**src/rtl/edge_filter_bank.sv**
```systemverilog
// edge_filter_bank: a bank of independent channels. Each channel synchronises
// a raw asynchronous input and debounces it, accepting a new level only after
// it has been seen for FILT_CYCLES consecutive cycles. It reports mode-selected
// edges as a one-cycle pulse and as a sticky pending flag with overrun detection.
// irq is the OR of all pending flags.
module edge_filter_bank #(
   parameter int CHANNELS    = 4,
   parameter int SYNC_STAGES = 2,
   parameter int FILT_CYCLES = 4
) (
   input  logic                  clk,
   input  logic                  rst,
   input  logic [CHANNELS-1:0]   sgn,
   input  logic [2*CHANNELS-1:0] mode,
   input  logic [CHANNELS-1:0]   clr,
   output logic [CHANNELS-1:0]   level,
   output logic [CHANNELS-1:0]   out,
   output logic [CHANNELS-1:0]   pending,
   output logic [CHANNELS-1:0]   ovf,
   output logic                  irq
);

   // The counter only has to reach FILT_CYCLES-1, and it keeps at least one bit.
   localparam int               CNT_W   = (FILT_CYCLES > 1) ? $clog2(FILT_CYCLES) : 1;
   localparam logic [CNT_W-1:0] CNT_MAX = CNT_W'(FILT_CYCLES - 1);

   localparam logic [1:0] MODE_POS  = 2'b00;
   localparam logic [1:0] MODE_NEG  = 2'b01;
   localparam logic [1:0] MODE_BOTH = 2'b10;

   for (genvar i = 0; i < CHANNELS; i++) begin : g_ch
      logic [SYNC_STAGES-1:0] chain;
      logic                   synced;
      logic [CNT_W-1:0]       cnt;
      logic                   lvl_q;
      logic                   out_q;
      logic                   pnd_q;
      logic                   ovf_q;
      logic                   differs;
      logic                   take;
      logic                   hit;
      logic [1:0]             ch_mode;

      assign synced  = chain[SYNC_STAGES-1];
      assign ch_mode = mode[2*i +: 2];

      if (SYNC_STAGES == 1) begin : g_sync_one
         // Single synchroniser flop.
         always_ff @(posedge clk) begin
            if (rst) chain <= 1'b0;
            else     chain <= sgn[i];
         end
      end else begin : g_sync_many
         // Shift the raw input down the synchroniser chain. The chain is reset
         // so that a level already high across reset is filtered again.
         always_ff @(posedge clk) begin
            // NOTE: sequential state uses non-blocking assignments so that every
            // flop samples values from before the edge, whatever the block order.
            if (rst) chain <= '0;
            else     chain <= {chain[SYNC_STAGES-2:0], sgn[i]};
         end
      end

      // Decide whether this edge accepts a new level and whether that is a reported event.
      always_comb begin
         // NOTE: every output of this block is given a default first, so no path
         // leaves it unassigned and no latch is inferred.
         differs = synced ^ lvl_q;
         take    = differs && (cnt == CNT_MAX);
         hit     = 1'b0;
         unique case (ch_mode)
            MODE_POS:  hit = take &&  synced;
            MODE_NEG:  hit = take && !synced;
            MODE_BOTH: hit = take;
            default:   hit = 1'b0;
         endcase
      end

      // Filter counter, accepted level and the registered event pulse.
      always_ff @(posedge clk) begin
         if (rst) begin
            cnt   <= '0;
            lvl_q <= 1'b0;
            out_q <= 1'b0;
         end else begin
            if (!differs) begin
               cnt <= '0;
            end else if (take) begin
               cnt   <= '0;
               lvl_q <= synced;
            end else begin
               cnt <= cnt + 1'b1;
            end
            out_q <= hit;
         end
      end

      // Sticky pending and overrun flags. A new event has priority over clr.
      always_ff @(posedge clk) begin
         if (rst) begin
            pnd_q <= 1'b0;
            ovf_q <= 1'b0;
         end else begin
            pnd_q <= out_q | (pnd_q & ~clr[i]);
            ovf_q <= (out_q & pnd_q) | (ovf_q & ~clr[i]);
         end
      end

      assign level[i]   = lvl_q;
      assign out[i]     = out_q;
      assign pending[i] = pnd_q;
      assign ovf[i]     = ovf_q;
   end

   assign irq = |pending;

endmodule

```
**config.mk**
```make
export PLATFORM = sky130hd
export DESIGN_NAME = edge_filter_bank
export DESIGN_NICKNAME = d
export VERILOG_FILES = /design/src/rtl/edge_filter_bank.sv
export SDC_FILE = /design/constraint.sdc
export NUM_CORES = 1
export LEC_CHECK = 0
export CAP_MARGIN = 0
export CORE_MARGIN = 3
export CORE_UTILIZATION = 46
export CTS_BUF_LIST = sky130_fd_sc_hd__clkbuf_16
export DETAILED_ROUTE_END_ITERATION = 10
export GPL_TIMING_DRIVEN = 1
export PLACE_DENSITY = 0.75
export SLEW_MARGIN = 20
export SYNTH_ARGS = -nofsm -noshare
export SYNTH_HDL_FRONTEND = slang
export SYNTH_SLANG_ARGS = --single-unit
export TNS_END_PERCENT = 50
```
**constraint.sdc**
```tcl
create_clock -name clk -period 1.8 [get_ports clk]
set_input_delay 0.54 -clock clk [delete_from_list [all_inputs] [get_ports clk]]
set_output_delay 0.54 -clock clk [all_outputs]
set_load 0.05 [all_outputs]
```
==> impl_metrics.ini, run 1 <==
[status]
status = finished with violations
violations = setup timing

[route]
drt_first_pass_iters = 4
drc = 0
viasPerCell = 5.03
top_layer_used = met4
drtIter0Drc = 29
wl_per_cell_microns = 12.1
antenna_left = 0
route.met2.wl_microns = 1050
totalWireLength_microns = 2190
wl_met1_microns = 928
vias = 905
wl_met3_microns = 179

[die]
core_area_sq_um = 2850
initial_core_util_pct = 49.7
die-area_sq_um = 3780
die_w_microns = 61.5
num_rows = 19
io_pins = 35
die_h_microns = 61.5

[synth]
seq_area_frac_synth_pct = 45.2
synth_seq_cells = 32
syn-instance-count = 124
synth_fp_nets = 146
ys_types = 20
syn_avg_cell_area_sq_um = 11.4
ys_warn_count = 0
synth_area_sq_um = 1420

[critical_path]
crit_arrival_ns = 1.30
rrSetupSlack_ns = 0.69
max_stage_delay_ns = 0.53
cp-end-kind = output pin
critPathKind = flop to output pin
start_kind = flop
crit_required_ns = 1.26
path_delay_family = simple AND/OR/NAND/NOR gates
crit_chain = or4_4, buf_8
crit_buf_inv = 1
cp_slowest_cell = or4_4
crit_fanout = 2

[final_layout]
drive_gt1_share_pct = 24.8
final_cell_mix = dfxtp_1 (29), clkdlybuf4s50_1 (17), buf_12 (11)
final_common_cell = dfxtp_1
finalNonFillerCells = 180
areaGrowthSynthToFinish_pct = 34.8
diodes = 0
num-nets-final = 171
final_util_pct = 67.0

[placement]
place_congestion = 0.761
numPlacedInstances = 171
port_buffers = 34
hpwlAfterDp_microns = 1590
place_ws_ns = 0.153

[clock_network]
cts_hold_buf = 0
cts.sinks = 32
htreeDepth = 2
path_clk_slew_ns = 0.05
clkLatencyLatePin_ns = 0.27
cts_buffers = 5
cts_buffer_depth = 2
cts_tree = yes
clockRootBuffer = clkbuf_16

[power]
leakage_nw = 0.692
vdd_drop_max_mv = 0.537
p_per_area_nw_per_um2 = 819

[worst_hold_path]
hold_path_class = flop to flop

[sta]
max-slew-margin-rel_pct = 72.7
fmaxAchievable_mhz = 544
setup_violations = 1
tightestPinTransition_ns = 0.407
clock-skew-final_ns = 0.00304
rsz0062_at_grt = yes
maxSlewViolCount = 0
setup_slack_ns = -0.0386
hold_viol_final = 0
min_period_over_period_pct = 102
layout_min_cycle_time_ns = 1.84
fin_hold_ws_ns = 0.427

[grt]
overflow = 0
grt_pass1_wl_microns = 3540
track_usage_pct = 13.2
grt_max_degree = 37
antenna_found_initial = 0
grt_pass1_vias = 831

[flow_run]
max_cap_violations = 0
-- metal layers --
layer / vias to the layer above / GRT usage (%)
met3: 4 / 5.87
met5: - / 0
met2: 32 / 21.5
met4: 0 / 7.27
met1: 409 / 14.3
li1: 460 / -
-- flip-flops by register name, indices dropped and copies added (netlist names) --
register	cells
g_ch.out_q	4
g_ch.pnd_q	4
g_ch.ovf_q	4
g_ch.lvl_q	4
g_ch.chain	8
g_ch.cnt	8
-- path summary, 6_finish.rpt --
check / depth (start not counted) / start / endpoint
worst max-delay path: 2 / g_ch[3].pnd_q$_SDFF_PP0_ / irq
worst min-delay path: 1 / g_ch[0].chain[0]$_SDFF_PP0_ / g_ch[0].chain[1]$_SDFF_PP0_
worst max register to register: 3 / g_ch[1].cnt[0]$_SDFF_PP0_ / g_ch[1].out_q$_SDFF_PP0_
worst min register to register: 1 / g_ch[0].chain[0]$_SDFF_PP0_ / g_ch[0].chain[1]$_SDFF_PP0_
-- worst reg2reg max path: cells and delay by family (launching register included) --
family                   cells  cell delay, ns
adder cells (fa/ha/maj)      1            0.34
flip-flops                   1            0.35
AND/OR/NAND/NOR              1            0.17
AO/OA/AOI/OAI                1            0.17
-- layout make-up --
cell class / count / area (sq um)
multi-input combinational: 69 / 609
tap: 31 / 38.8
inverter: 4 / 15.0
fill: 225 / 942
clock buffer: 5 / 125
timing repair buffer: 37 / 465
clock inverter: 2 / 7.51
sequential: 32 / 649
-- cell families (layout without fill, tap and decap cells) --
family,after synthesis,after routing,synth area share [%]
AOI/OAI and AO/OA,12,12,4.59
xor gates and xnor gates,8,8,4.94
adders and majority gates,4,4,3.53
buffers and inverters,23,48,12.1
DFF,32,32,45.2
muxes,4,4,2.82
and+or+nand+nor,41,41,26.8
-- report_power, final --
part	total, mW	switching [mW]	internal, mW
clock	0.747	0.256	0.492
combinational	0.0927	0.0314	0.0613
sequential	0.725	0.00674	0.718
-- cells in the mapped netlist, drive strengths merged --
master	n	area (sq um)
dfxtp	32	641
buf	19	156
a21oi	8	40.0
nand2b	8	50.1
nand4bb	8	90.1
xnor2	8	70.1
and2b	6	45.0
ha	4	50.1
inv	4	15.0
mux2i	4	40.0
nand2	4	15.0
nor2	4	15.0
nor4	4	50.1
nor4b	4	95.1
o22ai	4	25.0
nor2b	2	12.5
or4	1	7.51
-- metrics by stage --
step / total power, mW / TNS [ns] / area [sq um]
3_3_place_gp: 0.833 / 0 / 1740
3_5_place_dp: 0.835 / 0 / 1740
2_1_floorplan: 0.790 / 0 / 1420
4_1_cts: 1.59 / -0.0488 / 1900
5_1_grt: 1.63 / -0.0571 / 1910
6_report: 1.57 / -0.0386 / 1910
-- what timing repair did --
item / 4_1_cts / 5_1_grt
endpoints found under the setup margin: 1 / 1
buffers inserted: 1 / 1
gates resized for setup: 6 / 2
(Power assumes the default switching activity.)
==> inputs of run 2 (changes only) <==
PLACE_DENSITY = 0.78   (was 0.75)
==> impl_metrics.ini, run 2 (synthesized netlist as in run 1, its figures left out) <==
[grt]
grt_pass1_vias = 864
antenna_found_initial = 0
overflow = 0
track_usage_pct = 14.2
grt_pass1_wl_microns = 3720
grt_max_degree = 37

[final_layout]
areaGrowthSynthToFinish_pct = 33.2
num-nets-final = 170
final_common_cell = dfxtp_1
finalNonFillerCells = 179
final_cell_mix = dfxtp_1 (29), clkdlybuf4s50_1 (17), buf_12 (10)
top_regs = g_ch.chain x8, g_ch.cnt x8
diodes = 0
drive_gt1_share_pct = 24.3

[clock_network]
path_clk_slew_ns = 0.05
clkLatencyLatePin_ns = 0.27
cts_buffers = 5
cts_hold_buf = 0
htreeDepth = 2
cts.sinks = 32
cts_tree = yes
cts_buffer_depth = 2
clockRootBuffer = clkbuf_16

[critical_path]
start_kind = flop
cp_slowest_cell = or4_4
cp-end-kind = output pin
crit_arrival_ns = 1.30
max_stage_delay_ns = 0.53
crit_required_ns = 1.26
crit_chain = or4_4, buf_8
critPathKind = flop to output pin
crit_fanout = 2

[die]
core_area_sq_um = 2850
die_w_microns = 61.5
die_h_microns = 61.5
initial_core_util_pct = 49.7
num_rows = 19
die-area_sq_um = 3780
io_pins = 35

[route]
wl_per_cell_microns = 12.7
viasPerCell = 5.04
antenna_left = 0
drc = 0
totalWireLength_microns = 2270
drt_first_pass_iters = 2
drtIter0Drc = 22
vias = 903

[power]
clockPowerShare_pct = 48.1
p_sw_share_pct = 19.5
leakage_nw = 0.684
p_per_area_nw_per_um2 = 838
p_int_mw = 1.27
p_comb_share_pct = 5.9
pwr-share-seq_pct = 46.0
vdd_drop_max_mv = 0.700
p_sw_mw = 0.308

[placement]
place_congestion = 0.682
port_buffers = 34
numPlacedInstances = 171
hpwlAfterDp_microns = 1600

[sta]
max-slew-margin-rel_pct = 72.7
maxSlewViolCount = 0
fmaxAchievable_mhz = 542
tightestPinTransition_ns = 0.406
finalSetupTns_ns = -0.0435
setup_violations = 1
hold_viol_final = 0
setup_slack_ns = -0.0435
rsz0062_at_grt = yes
min_period_over_period_pct = 102
layout_min_cycle_time_ns = 1.84
clock-skew-final_ns = 0.00211

[worst_hold_path]
hold_path_class = flop to flop

[flow_run]
max_cap_violations = 0

[status]
status = finished with violations
violations = setup timing
run 2: changes by cell type in the layout (fill, tap and decap cells not counted), sizes merged:
cell and delta:
buf -1
run 2: cell type report:
| type | count | area (sq um) |
|---|---|---|
| clock buffer | 5 | 125 |
| clock inverter | 2 | 7.51 |
| fill | 230 | 965 |
| inverter | 4 | 15.0 |
| multi-input combinational | 69 | 609 |
| sequential | 32 | 647 |
| tap | 31 | 38.8 |
| timing repair buffer | 36 | 445 |
run 2: worst max-delay path: cells and delay by family (launching register included):
family                 cells  cell delay [ns]
flip-flops                 1             0.34
buffers and inverters      1             0.17
AND/OR/NAND/NOR            1             0.53
run 2: what timing repair did:
action	4_1_cts	5_1_grt
resized for setup	6	1
cloned	0	0
pin swaps	1	0
endpoints found under the setup margin	1	1
buffers inserted	1	0
run 2: worst paths after layout:
check | depth (start not counted) | start | slack, ns | end
worst max-delay path | 2 | g_ch[1].pnd_q$_SDFF_PP0_ | -0.04 | irq
worst min-delay path | 1 | g_ch[3].chain[0]$_SDFF_PP0_ | 0.44 | g_ch[3].chain[1]$_SDFF_PP0_
worst max register to register | 3 | g_ch[1].cnt[0]$_SDFF_PP0_ | 0.73 | g_ch[1].lvl_q$_SDFFE_PP0P_
worst min register to register | 1 | g_ch[3].chain[0]$_SDFF_PP0_ | 0.44 | g_ch[3].chain[1]$_SDFF_PP0_
run 2: routing by layer:
metal | vias to the layer above | share of wire (%) | GRT usage (%)
met1 | 410 | 43 | 14.7
met4 | 0 | 3.2 | 11.8
met5 | - | 0 | 0
li1 | 457 | - | -
met3 | 7 | 6.7 | 4.61
met2 | 29 | 47 | 23.2
run 2: through the flow:
step / utilization, % / worst slack, ns / area, sq um / total power, mW / hold WS [ns]
6_report: 66.2 / -0.0435 / 1890 / 1.58 / 0.439
5_1_grt: 66.2 / -0.0663 / 1890 / 1.64 / 0.465
4_1_cts: 66.1 / -0.0530 / 1890 / 1.60 / 0.444
3_5_place_dp: 60.7 / 0.161 / 1730 / 0.836 / 0.417
3_3_place_gp: 60.7 / 0.191 / 1730 / 0.833 / 0.413
2_1_floorplan: - / 0.181 / 1420 / 0.790 / 0.411
run 2: power groups by stage:
stage	combinational, mW	clock, mW	sequential [mW]
after global placement	0.0914	0	0.741
after CTS	0.0946	0.782	0.727
final	0.0934	0.761	0.727
after floorplan	0.0501	0	0.740
after detailed placement	0.0937	0	0.742
after global routing	0.101	0.815	0.727
==> inputs of run 3 (changes only) <==
CORE_UTILIZATION = 43   (was 46)
PLACE_DENSITY = 0.77   (was 0.78)
clock period = 1.6 ns   (was 1.8 ns; I/O delays follow)
==> impl_metrics.ini, run 3 (synthesized netlist as in run 1, its figures left out) <==
[status]
violations = setup timing
status = finished with violations

[critical_path]
max_stage_delay_ns = 0.52
crit_arrival_ns = 1.26
crit_fanout = 2
cp_slowest_cell = or4_4
worstRegToRegCells = 3
regToRegEndpoint = g_ch[0].out_q$_SDFF_PP0_
cp-end-kind = output pin
critPathKind = flop to output pin
rrSetupSlack_ns = 0.51
crit_chain = or4_4, buf_6
r2r_start = g_ch[0].cnt[0]$_SDFF_PP0_
start_kind = flop
crit_start = g_ch[3].pnd_q$_SDFF_PP0_
crit_required_ns = 1.12
critPathCapture = irq

[route]
drc = 0
drtIter0Drc = 35
wl_per_cell_microns = 12.7
totalWireLength_microns = 2490
antenna_left = 0
vias = 910
drt_first_pass_iters = 4
viasPerCell = 4.64

[grt]
grt_pass1_wl_microns = 4170
grtUsageMet1_pct = 12.9
antenna_found_initial = 0
grt_pass1_vias = 932
track_usage_pct = 13.9
overflow = 0
grt_use_met3_pct = 6.06
use_met2_pct = 24.6
busiest_layer = met2
grt_max_degree = 37

[sta]
max-slew-margin-rel_pct = 74.0
rsz0062_at_grt = yes
setup_violations = 1
fmaxAchievable_mhz = 573
min_period_over_period_pct = 109
clock-skew-final_ns = 0.00326
setup_slack_ns = -0.145
finalSetupTns_ns = -0.145
hold_viol_final = 0
maxSlewViolCount = 0
fin_hold_ws_ns = 0.432
layout_min_cycle_time_ns = 1.74
tightestPinTransition_ns = 0.387

[clock_network]
htreeDepth = 2
clkLatencyLatePin_ns = 0.27
cts.sinks = 32
cts_tree = yes
cts_buffer_depth = 2
path_clk_slew_ns = 0.05
cts_buffers = 5
post_cts_buffers = 0
clockRootBuffer = clkbuf_16

[die]
num_rows = 20
die_h_microns = 63.4
die_w_microns = 63.4
die-area_sq_um = 4020
io_pins = 35
initial_core_util_pct = 45.7
core_area_sq_um = 3100

[final_layout]
final_common_cell = dfxtp_1
num-nets-final = 173
final_cell_mix = dfxtp_1 (32), clkdlybuf4s50_1 (17), buf_12 (17)
top_regs = g_ch.chain x8, g_ch.cnt x8
multi_input_area_sq_um = 609
regArea_sq_um = 641
drive_gt1_share_pct = 24.3
diodes = 0
final_util_pct = 65.6
areaGrowthSynthToFinish_pct = 43.5
n_fill_cell = 255

[placement]
port_buffers = 34
place_congestion = 0.699
hpwlAfterDp_microns = 1760

[power]
leakage_nw = 0.730
power_mw = 1.95
p_per_area_nw_per_um2 = 960
vdd_drop_max_mv = 0.681

[flow_run]
max_cap_violations = 0

[worst_hold_path]
hold_path_startpoint = g_ch[3].chain[0]$_SDFF_PP0_
hold_path_class = flop to flop
run 3: how the worst min path moves through the flow:
stage / endpoint / slack (ns) / cells past startpoint
3_3_place_gp: g_ch[1].chain[1]$_SDFF_PP0_ / 0.42 / 1
5_1_grt: g_ch[3].chain[1]$_SDFF_PP0_ / 0.46 / 1
3_5_place_dp: g_ch[3].chain[1]$_SDFF_PP0_ / 0.42 / 1
2_1_floorplan: g_ch[0].chain[1]$_SDFF_PP0_ / 0.41 / 1
4_1_cts: g_ch[3].chain[1]$_SDFF_PP0_ / 0.43 / 1
6_report: g_ch[3].chain[1]$_SDFF_PP0_ / 0.43 / 1
run 3: timing repair:
| item | 4_1_cts | 5_1_grt |
|---|---|---|
| setup endpoints to repair | 1 | 1 |
| gates resized for setup | 2 | 0 |
| hold buffers | 0 | 0 |
run 3: per-layer routing:
metal,vias to the layer above,part of all wire [%]
met5,-,0
met4,0,2.6
met3,5,6.5
met2,29,52
met1,414,38
li1,462,-
run 3: area by class of cell:
cell class | instances | area share, %
clock buffer | 5 | 6.15
clock inverter | 3 | 1.85
inverter | 4 | 0.738
multi-input combinational | 69 | 30.0
sequential | 32 | 31.5
tap | 44 | 2.71
timing repair buffer | 39 | 27.1
run 3: power breakdown:
group          internal, mW  switching (mW)
Combinational        0.0691          0.0359
Sequential            0.811         0.00798
Clock                 0.721           0.307
Total                  1.60           0.351
run 3: worst max-delay path, delay by kind of cell, from the launching register on:
family	cells	cell delay (ns)
buffers and inverters	1	0.17
and+or+nand+nor	1	0.52
DFF	1	0.30
run 3: per-stage QoR:
stage,cells,worst slack (ns),cell area (sq um)
after floorplan,124,0.0414,1420
after detailed placement,188,-0.000304,1860
final,196,-0.145,2030
after CTS,196,-0.158,2030
after global placement,188,0.0564,1860
after global routing,196,-0.176,2030
